[src/rtl/ofdm_tx_pkg.sv]
// Shared definitions for the OFDM transmit path: sample width, STS length,
// the framer state encoding and the 16-entry short training sequence tables.
package ofdm_tx_pkg;

    localparam int SAMPLE_W = 16;
    localparam int STS_LEN  = 16;
    localparam int IDX_W    = 4;

    typedef enum logic [1:0] {
        IDLE    = 2'd0,
        STS     = 2'd1,
        PAYLOAD = 2'd2
    } txState_t;

    // Short training sequence, real part, Q1.14.
    localparam logic [SAMPLE_W-1:0] STS_R [STS_LEN] = '{
        16'h02F1, 16'hF78E, 16'hFF2C, 16'h0926,
        16'h05E3, 16'h0926, 16'hFF2C, 16'hF78E,
        16'h02F1, 16'h0020, 16'hFAF2, 16'hFF2C,
        16'h0000, 16'hFF2C, 16'hFAF2, 16'h0020
    };

    // Short training sequence, imaginary part, Q1.14.
    localparam logic [SAMPLE_W-1:0] STS_I [STS_LEN] = '{
        16'h02F1, 16'h0020, 16'hFAF2, 16'hFF2C,
        16'h0000, 16'hFF2C, 16'hFAF2, 16'h0020,
        16'h02F1, 16'hF78E, 16'hFF2C, 16'h0926,
        16'h05E3, 16'h0926, 16'hFF2C, 16'hF78E
    };

    // True when the sample being loaded is the final one of the whole preamble.
    function automatic logic isLastStsSample(
        input logic [IDX_W-1:0] sampleIdx,
        input logic [IDX_W-1:0] repCnt,
        input logic [IDX_W-1:0] lastRep
    );
        return (sampleIdx == IDX_W'(STS_LEN - 1)) && (repCnt == lastRep);
    endfunction

endpackage

[src/rtl/sts_rom.sv]
// Combinational STS lookup: index -> (real, imaginary). Shared with the
// receiver-side golden model, so it carries no clock or state.
module sts_rom
    import ofdm_tx_pkg::*;
(
    input  logic [IDX_W-1:0]    Idx,
    output logic [SAMPLE_W-1:0] DataR,
    output logic [SAMPLE_W-1:0] DataI
);

    logic [SAMPLE_W-1:0] romR [STS_LEN];
    logic [SAMPLE_W-1:0] romI [STS_LEN];

    // Unroll the package constants into a local table indexed by Idx.
    generate
        for (genvar gi = 0; gi < STS_LEN; gi++) begin : g_rom
            assign romR[gi] = STS_R[gi];
            assign romI[gi] = STS_I[gi];
        end
    endgenerate

    assign DataR = romR[Idx];
    assign DataI = romI[Idx];

endmodule

[src/rtl/sts_preamble_inserter.sv]
// Transmit framer: on Start emits STS_REPS copies of the 16-sample short
// training sequence, then forwards payload samples until PayloadLast.
// Output is a single registered valid/ready stage; upstream readiness is
// derived combinationally from whether that stage can load this cycle.
module sts_preamble_inserter
    import ofdm_tx_pkg::*;
#(
    parameter int STS_REPS = 10
) (
    input  logic                Clk,
    input  logic                Rst,
    input  logic                Start,
    output logic                Busy,
    input  logic                PayloadEnable,
    input  logic [SAMPLE_W-1:0] PayloadDataR,
    input  logic [SAMPLE_W-1:0] PayloadDataI,
    input  logic                PayloadLast,
    output logic                PayloadReady,
    output logic                OutEnable,
    output logic [SAMPLE_W-1:0] OutDataR,
    output logic [SAMPLE_W-1:0] OutDataI,
    output logic                OutLast,
    input  logic                OutReady
);

    localparam logic [IDX_W-1:0] LAST_REP = IDX_W'(STS_REPS - 1);

    txState_t            stateReg,     stateNext;
    logic [IDX_W-1:0]    sampleIdxReg, sampleIdxNext;
    logic [IDX_W-1:0]    repCntReg,    repCntNext;
    logic                outEnableReg, outEnableNext;
    logic [SAMPLE_W-1:0] outDataRReg,  outDataRNext;
    logic [SAMPLE_W-1:0] outDataIReg,  outDataINext;
    logic                outLastReg,   outLastNext;

    logic                load;
    logic [SAMPLE_W-1:0] stsR;
    logic [SAMPLE_W-1:0] stsI;

    sts_rom u_sts_rom (
        .Idx   (sampleIdxReg),
        .DataR (stsR),
        .DataI (stsI)
    );

    // The output stage may take a new value when empty or being drained.
    assign load = !outEnableReg || OutReady;

    // Next-state and output-register load selection.
    always_comb begin
        stateNext     = stateReg;
        sampleIdxNext = sampleIdxReg;
        repCntNext    = repCntReg;
        outEnableNext = outEnableReg;
        outDataRNext  = outDataRReg;
        outDataINext  = outDataIReg;
        outLastNext   = outLastReg;

        case (stateReg)
            IDLE: begin
                // Drain whatever is left in the output stage; nothing new to send.
                if (load) begin
                    outEnableNext = 1'b0;
                    outLastNext   = 1'b0;
                end
                if (Start) begin
                    stateNext     = STS;
                    sampleIdxNext = '0;
                    repCntNext    = '0;
                end
            end

            STS: begin
                if (load) begin
                    outEnableNext = 1'b1;
                    outDataRNext  = stsR;
                    outDataINext  = stsI;
                    outLastNext   = 1'b0;
                    sampleIdxNext = sampleIdxReg + 1'b1;
                    if (sampleIdxReg == IDX_W'(STS_LEN - 1)) begin
                        repCntNext = repCntReg + 1'b1;
                    end
                    if (isLastStsSample(sampleIdxReg, repCntReg, LAST_REP)) begin
                        stateNext = PAYLOAD;
                    end
                end
            end

            PAYLOAD: begin
                if (load) begin
                    if (PayloadEnable) begin
                        outEnableNext = 1'b1;
                        outDataRNext  = PayloadDataR;
                        outDataINext  = PayloadDataI;
                        outLastNext   = PayloadLast;
                        if (PayloadLast) begin
                            stateNext = IDLE;
                        end
                    end else begin
                        // Upstream gap: the output stage simply goes empty.
                        outEnableNext = 1'b0;
                        outLastNext   = 1'b0;
                    end
                end
            end

            default: begin
                stateNext = IDLE;
            end
        endcase
    end

    // State, counters and output register; reset clears everything.
    always_ff @(posedge Clk) begin
        if (Rst) begin
            stateReg     <= IDLE;
            sampleIdxReg <= '0;
            repCntReg    <= '0;
            outEnableReg <= 1'b0;
            outDataRReg  <= '0;
            outDataIReg  <= '0;
            outLastReg   <= 1'b0;
        end else begin
            stateReg     <= stateNext;
            sampleIdxReg <= sampleIdxNext;
            repCntReg    <= repCntNext;
            outEnableReg <= outEnableNext;
            outDataRReg  <= outDataRNext;
            outDataIReg  <= outDataINext;
            outLastReg   <= outLastNext;
        end
    end

    assign PayloadReady = (stateReg == PAYLOAD) && load;
    assign Busy         = (stateReg != IDLE) || outEnableReg;
    assign OutEnable    = outEnableReg;
    assign OutDataR     = outDataRReg;
    assign OutDataI     = outDataIReg;
    assign OutLast      = outLastReg;

endmodule

[config.mk]
export PLATFORM = sky130hd
export DESIGN_NAME = sts_preamble_inserter
export DESIGN_NICKNAME = d
export VERILOG_FILES = /design/src/rtl/ofdm_tx_pkg.sv /design/src/rtl/sts_rom.sv /design/src/rtl/sts_preamble_inserter.sv
export SDC_FILE = /design/constraint.sdc
export NUM_CORES = 1
export LEC_CHECK = 0
export ABC_CLOCK_PERIOD_IN_PS = 4390
export CORE_UTILIZATION = 45
export CTS_CLUSTER_DIAMETER = 50
export CTS_CLUSTER_SIZE = 8
export DETAILED_ROUTE_END_ITERATION = 16
export PLACE_DENSITY = 0.77
export SYNTH_ARGS = -nofsm -noshare
export SYNTH_HDL_FRONTEND = slang
export SYNTH_SLANG_ARGS = --single-unit
[constraint.sdc]
create_clock -name Clk -period 4.39 [get_ports Clk]
set_clock_uncertainty 0.2 [all_clocks]
set_input_delay 0.6585 -clock Clk [delete_from_list [all_inputs] [get_ports Clk]]
set_output_delay 0.6585 -clock Clk [all_outputs]
set_load 0.01 [all_outputs]
==> metrics, run 1 <==
maximum vdd ir drop=0.282 mV; Routed WL per cell=15.0 um; Cell Int Power=1260 uW; setup violators final=0; M1 GR Usage=0.314; worst skew pair latency=0.30 ns; clock sink count=44; NetSw=858 uW; Data arrival, critical path=roughly 2.6 ns; sequential share of power=0.290; CP top delay family=buffers and inverters; First-pass DRT Iterations=4; gr ovfl total=0; WP data required=~3.5 ns; Crit path buffers/inverters=3; Final min period=3.46 ns; Vias=around 2.5k; first-pass GRT wire length=11000 um; Synth cell types=43; remaining antenna violation count after routing=0; critical path cell sequence=ha_1, buf_4, inv_1, nor2_1, clkdlybuf4s50_1; Async S/R FF share, synth=0; Std-Cell Rows=26; CP max stage cell=clkdlybuf4s50_1; leading cell types in the layout, fill and taps excluded=clkdlybuf4s50_1, a21oi_1, dfxtp_1; Fin. Hold Viols=0; status=complete, no violations; max-cap violations=0; fillers=between 400 and 500; CP Launch Type=flop; Design Area, Final=between 3000 and 4000 um2; Fmax=about 290 MHz; initial core utilization=0.480; Layout Cells excl Fill=439; Synth area leaders=dfxtp_1, a21oi_1, ha_1; fraction of layout cells with a size suffix above 1=0.0596; Vias per Instance=approximately 5.7; placed cell count=between 400 and 500; Synth Instances=between 300 and 400; ANT cells=0; commonest non-fill, non-tap cell in the layout=clkdlybuf4s50_1; Place WS=1.28 ns; Slew headroom=0.284; Post-synth EDFFs=0; flops & latches, synth=44; Placed Area=3270 um2; CTS clk-pin slew, worst paths=0.09 ns; Post CTS Setup Buffer Count=0; Synth top area share=0.349; cell taking the most area after synthesis=dfxtp_1; slowest stage delay, CP=0.55 ns; CTS resizes=0; Synth-to-Final Area Change=34.2%; Total GRT Usage=0.229; Cell Area, Synth=2530 um2; YS warnings=0; Syn Area/Cell=8.15 um2; worst setup margin=approximately 0.93 ns; sw frac=0.404; Logic pwr share=0.555; largest net degree at the start of global routing=39; Root Buffer=clkbuf_8; Leak=approximately 0.0013 uW; CTS Hold Bufs=0; Clock Power Share=0.155; GPL Wtd Cong=0.864; CTS buffer count=5; met2 Use GR=0.366; drt initial violations=204; HPWL Detailed=around 4700 um; met3 Use GR=0.0429; Mapped Nets=362; wirelength, routed=between 6000 and 7000 um; H-tree levels=2; sequential-to-total area share from yosys stat=0.349; CTS tree=done; initial antenna violation count=0; WS Path Type=reg2out; die area=just under 6000 um2; max-slew violations=0; Max Root-Sink Buffers=2; Core ar.=5270 um2; global route hottest layer=met2; period utilisation layout=0.789; PwrDens=626 nW/um2; CP Capture Type=output pin; drc violations=0; HP Class=reg2reg; number of port buffers=73; number of global-route vias before repair=2247; DIE HEIGHT=76.9 um; fin nets=420; I/O pin cnt=between 70 and 80; worst-path fanout max=33; Worst-Margin Slew=approximately 1.1 ns; Synth Flop Type=dfxtp_1; DIE WIDTH=76.9 um; unrepaired setup endpoints after global routing=false; setup tns final=0 ns
[layer usage]
metal,part of all wire,up-vias
li1,-,1251
met1,0.46,1159
met2,0.47,74
met3,0.055,6
met4,0.010,0
met5,0,-
[final timing paths]
check | depth (start not counted) | endpoint | from | slack [ns]
min reg2reg | 2 | OutDataI[1] | OutDataI[1] | 0.28
max reg2reg | 6 | OutDataI[9] | stateReg[1] | 1.47
min | 2 | OutDataI[1] | OutDataI[1] | 0.28
max | 5 | PayloadReady | stateReg[1] | 0.93
[logic make-up (layout without fill, tap and decap cells)]
| group | Yosys count | in the layout | synth area share |
|---|---|---|---|
| flip-flops | 44 | 44 | 0.349 |
| multiplexers | 9 | 9 | 0.0376 |
| buffers and inverters | 37 | 96 | 0.0609 |
| XOR/XNOR | 3 | 3 | 0.0104 |
| adder cells (fa/ha/maj) | 14 | 14 | 0.0693 |
| AND/OR/NAND/NOR | 83 | 83 | 0.160 |
| AO/OA/AOI/OAI | 120 | 120 | 0.313 |
[worst register-to-register path, cell delays in order, from the launching register on]
cell      delay, ns
dfxtp_1        0.43
inv_1          0.11
ha_1           0.30
buf_4          0.32
inv_1          0.29
nor2_1         0.88
a311oi_1       0.21
[sequential cells by signal (all words and copies together) (netlist names)]
register and cells:
OutDataR 16, stateReg 2, repCntReg 4, OutLast 1
sampleIdxReg 4, OutEnable 1, OutDataI 16
[cell usage after synthesis (4+ instances only)]
| master | count |
|---|---|
| nand2b_1 | 8 |
| nand3b_1 | 4 |
| a211oi_1 | 21 |
| a211o_1 | 4 |
| clkbuf_1 | 16 |
| nand3_1 | 8 |
| a311oi_1 | 7 |
| nand2_1 | 29 |
| a21oi_1 | 46 |
| nor2b_1 | 5 |
| nor2_1 | 17 |
| o21ai_0 | 16 |
| inv_1 | 10 |
| mux2i_1 | 5 |
| ha_1 | 14 |
| o2111ai_1 | 8 |
| a22oi_1 | 6 |
| buf_2 | 9 |
| dfxtp_1 | 44 |
[final cells by class]
cell class / instances / area (um2) / area share
Sequential cell: 44 / 881 / 0.260
Timing Repair Buffer: 77 / 761 / 0.224
Inverter: 11 / 41.3 / 0.0122
Tap cell: 70 / 87.6 / 0.0258
Clock inverter: 2 / 38.8 / 0.0114
Multi-Input combinational cell: 229 / 1500 / 0.442
Clock buffer: 6 / 82.6 / 0.0244
[power groups by stage]
stage	logic [uW]	clock network (uW)	registers, uW
after floorplan	699	0	665
after global placement	1150	0	619
after detailed placement	1180	0	623
after CTS	1180	338	615
after global routing	1310	353	632
final	1180	329	616
[per-stage QoR]
| stage | hold slack [ns] | util | power, uW |
|---|---|---|---|
| 4_1_cts | 0.286 | 0.643 | 2140 |
| 3_3_place_gp | 0.268 | 0.620 | 1770 |
| 3_5_place_dp | 0.272 | 0.620 | 1800 |
| 6_report | 0.283 | 0.643 | 2120 |
| 5_1_grt | 0.302 | 0.643 | 2290 |
| 2_1_floorplan | 0.276 | - | 1360 |
No activity file was read; power rests on OpenSTA's default activity.
==> inputs of run 2 (changes only) <==
--- a/config.mk
+++ b/config.mk
@@ -5,8 +5,8 @@
 export SDC_FILE = /design/constraint.sdc
 export NUM_CORES = 1
 export LEC_CHECK = 0
-export ABC_CLOCK_PERIOD_IN_PS = 4390
-export CORE_UTILIZATION = 45
+export ABC_CLOCK_PERIOD_IN_PS = 2860
+export CORE_UTILIZATION = 43
 export CTS_CLUSTER_DIAMETER = 50
 export CTS_CLUSTER_SIZE = 8
 export DETAILED_ROUTE_END_ITERATION = 16
==> constraint.sdc (replaced) <==
create_clock -name Clk -period 2.86 [get_ports Clk]
set_clock_uncertainty 0.2 [all_clocks]
set_input_delay 0.429 -clock Clk [delete_from_list [all_inputs] [get_ports Clk]]
set_output_delay 0.429 -clock Clk [all_outputs]
set_load 0.01 [all_outputs]
==> run 2 against run 1 <==
First-iteration DRC count down 18%. Critical path depth did not move. Global-route usage fell by 1.2 points. Cell count grew 1.6%. Worst setup slack lost 0.74 ns. Worst hold slack worse by 0.0035 ns. Critical endpoint unchanged. Largest cell class unchanged.
==> metrics, run 2 (synthesis results as in run 1) <==
fin nets=425 (+1.2%); First-pass DRT Iterations=4 (unchanged); clock sink count=44 (unchanged); Fin. Hold Viols=0 (unchanged); R2R Path End=OutDataI[9]; CP Capture Type=output pin; setup violators final=0 (unchanged); Reg-to-Reg Start=stateReg[0]; Data arrival, critical path=2.04 ns (-0.56 ns); Post CTS Setup Buffer Count=0 (unchanged); CTS clk-pin slew, worst paths=0.08 ns (about the same); worst-path fanout max=35 (+6.1%); DIE WIDTH=78.7 um (+2.2%); Slew headroom=0.322 (+0.0377); max-cap violations=0 (unchanged); reg-to-reg setup timing slack=0.29 ns (-1.18 ns); Routed WL per cell=14.7 um (-2.3%); CTS resizes=0 (unchanged); unrepaired setup endpoints after global routing=false; Root Buffer=clkbuf_8; die area=6190 um2 (+4.5%); FF-to-FF path depth=7 (+1); gr ovfl total=0 (unchanged); Worst-Margin Slew=1.01 ns (-0.0563 ns); fillers=499 (+4.8%); HPWL Detailed=4550 um (-2.3%); commonest non-fill, non-tap cell in the layout=clkdlybuf4s50_1; wirelength, routed=6540 um (-0.70%); CTS Hold Bufs=0 (unchanged); leading cell types in the layout, fill and taps excluded=clkdlybuf4s50_1, a21oi_1, dfxtp_1; largest net degree at the start of global routing=38 (-2.6%); Leak=0.00129 uW (+2.3%); Synth-to-Final Area Change=35.9%; critical path cell sequence=ha_1, buf_4, inv_1, nor2_1, clkdlybuf4s50_1; Crit path buffers/inverters=3 (unchanged); max-slew violations=0 (unchanged); WP data required=2.23 ns (-1.30 ns); Total GRT Usage=0.217 (-0.0117); Fmax=about 370 MHz; HP Start=OutDataR[6]; GPL Wtd Cong=0.869 (+0.51%); CTS buffer count=5 (unchanged); slowest stage delay, CP=0.54 ns (about the same); maximum vdd ir drop=0.624 mV (+120%); PwrDens=959 nW/um2 (+53%); number of global-route vias before repair=2228 (-0.85%); Core Util, Final=0.616 (-0.0270); Core ar.=5570 um2 (+5.8%); H-tree levels=2 (unchanged); period utilisation layout=0.934; DIE HEIGHT=78.7 um (+2.2%); I/O pin cnt=74 (unchanged); CTS tree=done; Final min period=2.67 ns; area of the multi-input gates=1500 um2 (unchanged); fraction of layout cells with a size suffix above 1=0.0722 (+0.0126); initial antenna violation count=0 (unchanged); drc violations=0 (unchanged); WS Path Type=reg2out; initial core utilization=0.453 (-0.0262); number of port buffers=73 (unchanged); setup tns final=0 ns (unchanged); first-pass GRT wire length=10700 um (-3.0%); CP Launch Type=flop; hold depth=2 (unchanged); ANT cells=0 (unchanged); drt initial violations=167 (-18%); worst skew pair latency=0.29 ns (about the same); status=complete, no violations; CP max stage cell=clkdlybuf4s50_1; HP Class=reg2reg; Std-Cell Rows=27 (+3.8%); CP top delay family=buffers and inverters; Min-Delay Endpoint=OutDataR[6]; Vias per Instance=5.59 (-1.5%); Vias=2491 (+0.040%); remaining antenna violation count after routing=0 (unchanged); FF+latch area=881 um2 (unchanged); Max Root-Sink Buffers=2 (unchanged)
==> run 2: worst max path at each step <==
stage / cells past startpoint / start / endpoint
after floorplan: 8 / stateReg[0] / OutDataI[14]
after global placement: 5 / OutReady / OutDataI[7]
after detailed placement: 5 / OutReady / OutDataI[9]
after CTS: 5 / stateReg[1] / PayloadReady
after global routing: 5 / stateReg[1] / PayloadReady
final: 5 / stateReg[1] / PayloadReady
==> run 2: tightest hold or removal path, stage by stage, from the launching register on <==
cell	delay [ns]
dfxtp_1	0.31
o21ai_0	0.06
a21oi_1	0.06
==> run 2: cell type report <==
type / count / area share
Clock inverter: 1 / 0.00874
Sequential cell: 44 / 0.256
Inverter: 11 / 0.0120
Tap cell: 72 / 0.0262
Clock buffer: 7 / 0.0280
Timing Repair Buffer: 82 / 0.232
Multi-Input combinational cell: 229 / 0.436
==> run 2: power by group <==
group	internal (uW)	leakage (uW)	switching, uW	total [uW]
registers	816	0.000361	128	944
logic	853	0.000860	978	1830
clock network	308	0.0000645	212	520
==> run 2: stage by stage <==
stage          total power, uW  cell area, um2  std cells  hold slack (ns)  setup slack [ns]
3_5_place_dp              2780            3310        438            0.273             0.268
6_report                  3290            3440        446            0.279             0.188
2_1_floorplan             2090            2530        310            0.276             0.840
5_1_grt                   3550            3440        446            0.305            0.0538
3_3_place_gp              2750            3310        438            0.265             0.281
4_1_cts                   3310            3440        446            0.285             0.186
==> run 2: metal layers <==
metal,global-route usage,vias to the layer above,part of all wire
met4,0.0500,0,0.0038
li1,-,1255,-
met3,0.0488,4,0.061
met5,0,-,0
met1,0.293,1154,0.47
met2,0.349,78,0.47
==> inputs of run 3 (changes only) <==
--- a/config.mk
+++ b/config.mk
@@ -6,11 +6,11 @@
 export NUM_CORES = 1
 export LEC_CHECK = 0
 export ABC_CLOCK_PERIOD_IN_PS = 2860
-export CORE_UTILIZATION = 43
+export CORE_UTILIZATION = 45
 export CTS_CLUSTER_DIAMETER = 50
 export CTS_CLUSTER_SIZE = 8
 export DETAILED_ROUTE_END_ITERATION = 16
-export PLACE_DENSITY = 0.77
+export DONT_BUFFER_PORTS = 1
 export SYNTH_ARGS = -nofsm -noshare
 export SYNTH_HDL_FRONTEND = slang
 export SYNTH_SLANG_ARGS = --single-unit
==> run 3 against run 2 <==
Die area down 4.3%. Sequential power up 11%. Via count down 9.8%. Critical path type unchanged. Worst hold slack worse by 0.20 ns. Cell count down 16%. Combinational power down 25%. Global-route usage up 0.78 points. Non-clock buffer count down 68. Highest routed layer unchanged. Register-to-register slack better by 0.16 ns. Sequential share of layout area up 6.7 points.
==> metrics, run 3 (synthesis results as in run 1) <==
Std-Cell Rows=26 (-3.7%); WS Path Type=reg2out; fin nets=357 (-16%); Post CTS Setup Buffer Count=0 (unchanged); Data arrival, critical path=2.01 ns (-0.03 ns); FF-to-FF path depth=7 (unchanged); max-slew violations=0 (unchanged); WP data required=2.23 ns (about the same); sequential share of power=0.370 (+0.084); Worst-Margin Slew=0.551 ns (-0.463 ns); sw frac=0.450 (+0.0503); Root Buffer=clkbuf_8; Leak=0.00102 uW (-21%); largest net degree at the start of global routing=38 (unchanged); die area=5920 um2 (-4.3%); CP max stage cell=dfxtp_1; CTS buffer count=5 (unchanged); CP Capture Type=output pin; Slew headroom=0.631 (+0.309); max-cap violations=0 (unchanged); Vias per Instance=5.98 (+7.0%); Total GRT Usage=0.225 (+0.00775); Min-Delay Endpoint=OutDataR[14]; Crit path buffers/inverters=3 (unchanged); unrepaired setup endpoints after global routing=false; fillers=527 (+5.6%); number of port buffers=0 (-100%); Final min period=2.64 ns (-0.0352 ns); PwrDens=1040 nW/um2 (+8.5%); period utilisation layout=0.922 (-0.0123); Max Root-Sink Buffers=2 (unchanged); worst skew pair latency=0.29 ns (about the same); CTS tree=done; leading cell types in the layout, fill and taps excluded=a21oi_1, dfxtp_1, nand2_1; H-tree levels=2 (unchanged); HP Class=in2reg; drc violations=0 (unchanged); R2R Path End=repCntReg[3]; status=complete, no violations; Vias=2248 (-9.8%); maximum vdd ir drop=0.450 mV (-28%); CTS resizes=0 (unchanged); I/O pin cnt=74 (unchanged); GPL Wtd Cong=0.818 (-5.9%); number of global-route vias before repair=2184 (-2.0%); ANT cells=0 (unchanged); setup tns final=0 ns (unchanged); Synth-to-Final Area Change=7.62%; fraction of layout cells with a size suffix above 1=0.101 (+0.0291); reg-to-reg setup timing slack=0.45 ns (+0.16 ns); hold depth=2 (unchanged); DIE HEIGHT=76.9 um (-2.2%); cell mode on critical path=buf_4; first-pass GRT wire length=10800 um (+0.96%); final hold slack=0.0750 ns (-0.204 ns); Routed WL per cell=17.0 um (+16%); drt initial violations=128 (-23%); HP Start=PayloadDataR[14]; CP top delay family=buffers and inverters; First-pass DRT Iterations=4 (unchanged); HPWL Detailed=4430 um (-2.7%); remaining antenna violation count after routing=0 (unchanged); Logic pwr share=0.486 (-0.070); placed cell count=367 (-16%); setup violators final=0 (unchanged); NetSw=1270 uW (-3.3%); gr ovfl total=0 (unchanged); Cell Int Power=1560 uW (-21%); Core Util, Final=0.516 (-0.100); wirelength, routed=6400 um (-2.1%); CTS clk-pin slew, worst paths=0.08 ns (about the same); initial antenna violation count=0 (unchanged); CP Launch Type=flop; clock sink count=44 (unchanged); Fmax=379 MHz (+1.3%); critical path cell sequence=ha_1, buf_4, inv_1, nor2_1, buf_4; worst-path fanout max=32 (-8.6%); CTS Hold Bufs=1 (+1); Reg-to-Reg Start=stateReg[1]; Fin. Hold Viols=0 (unchanged); Layout Cells excl Fill=376 (-16%); commonest non-fill, non-tap cell in the layout=a21oi_1; Core ar.=5270 um2 (-5.5%); slowest stage delay, CP=0.44 ns (-0.10 ns); Clock Power Share=0.144 (-0.014); initial core utilization=0.480 (+0.0262); DIE WIDTH=76.9 um (-2.2%)
-- run 3: cell types whose count changed in the layout (fill, tap and decap cells not counted), sizes merged --
cell	previous run	this run
clkinvlp	0	1
bufinv	1	0
buf	9	14
clkdlybuf4s50	73	0
-- run 3: worst max path at each step --
stage           startpoint      endpoint  slack (ns)  cells after the start
2_1_floorplan  stateReg[0]  OutDataI[14]        0.84                      8
3_3_place_gp   stateReg[1]  repCntReg[3]        0.53                      7
3_5_place_dp   stateReg[1]  repCntReg[3]        0.46                      7
4_1_cts        stateReg[1]  PayloadReady        0.23                      5
5_1_grt        stateReg[1]  PayloadReady        0.07                      5
6_report       stateReg[1]  PayloadReady        0.22                      5
-- run 3: per-stage QoR --
stage	setup WS, ns	instance area, um2	power, uW
floorplan	0.840	2530	2090
global placement	0.526	2610	2410
detailed placement	0.457	2610	2430
CTS	0.229	2720	2860
global route	0.0655	2720	3090
finish	0.223	2720	2830
-- run 3: metal layers --
layer | vias to the layer above | global-route usage | routed length, um
met5 | - | 0 | 0
met4 | 0 | 0.0481 | 42
met3 | 4 | 0.0655 | 446
met2 | 68 | 0.341 | 2820
met1 | 1051 | 0.313 | 3090
li1 | 1125 | - | -
-- run 3: layout make-up --
type / count / area, um2 / area share
multi-input combinational: 229 / 1500 / 0.551
sequential: 44 / 881 / 0.324
timing repair buffer: 14 / 118 / 0.0432
tap: 70 / 87.6 / 0.0322
clock buffer: 7 / 86.3 / 0.0317
inverter: 11 / 41.3 / 0.0152
clock inverter: 1 / 7.51 / 0.00276
-- run 3: worst register-to-register path, cell delays in order, from the launching register on --
cell	delay (ns)
dfxtp_1	0.38
inv_1	0.10
ha_1	0.48
mux2i_1	0.29
a211oi_2	0.25
buf_4	0.17
nand4_1	0.11
mux2_1	0.32
-- run 3: power by group through the flow --
stage | Clock (uW) | Combinational (uW) | Sequential [uW]
6_report | 407 | 1380 | 1050
5_1_grt | 441 | 1570 | 1080
4_1_cts | 423 | 1390 | 1050
3_5_place_dp | 0 | 1370 | 1060
3_3_place_gp | 0 | 1350 | 1060
2_1_floorplan | 0 | 1070 | 1020
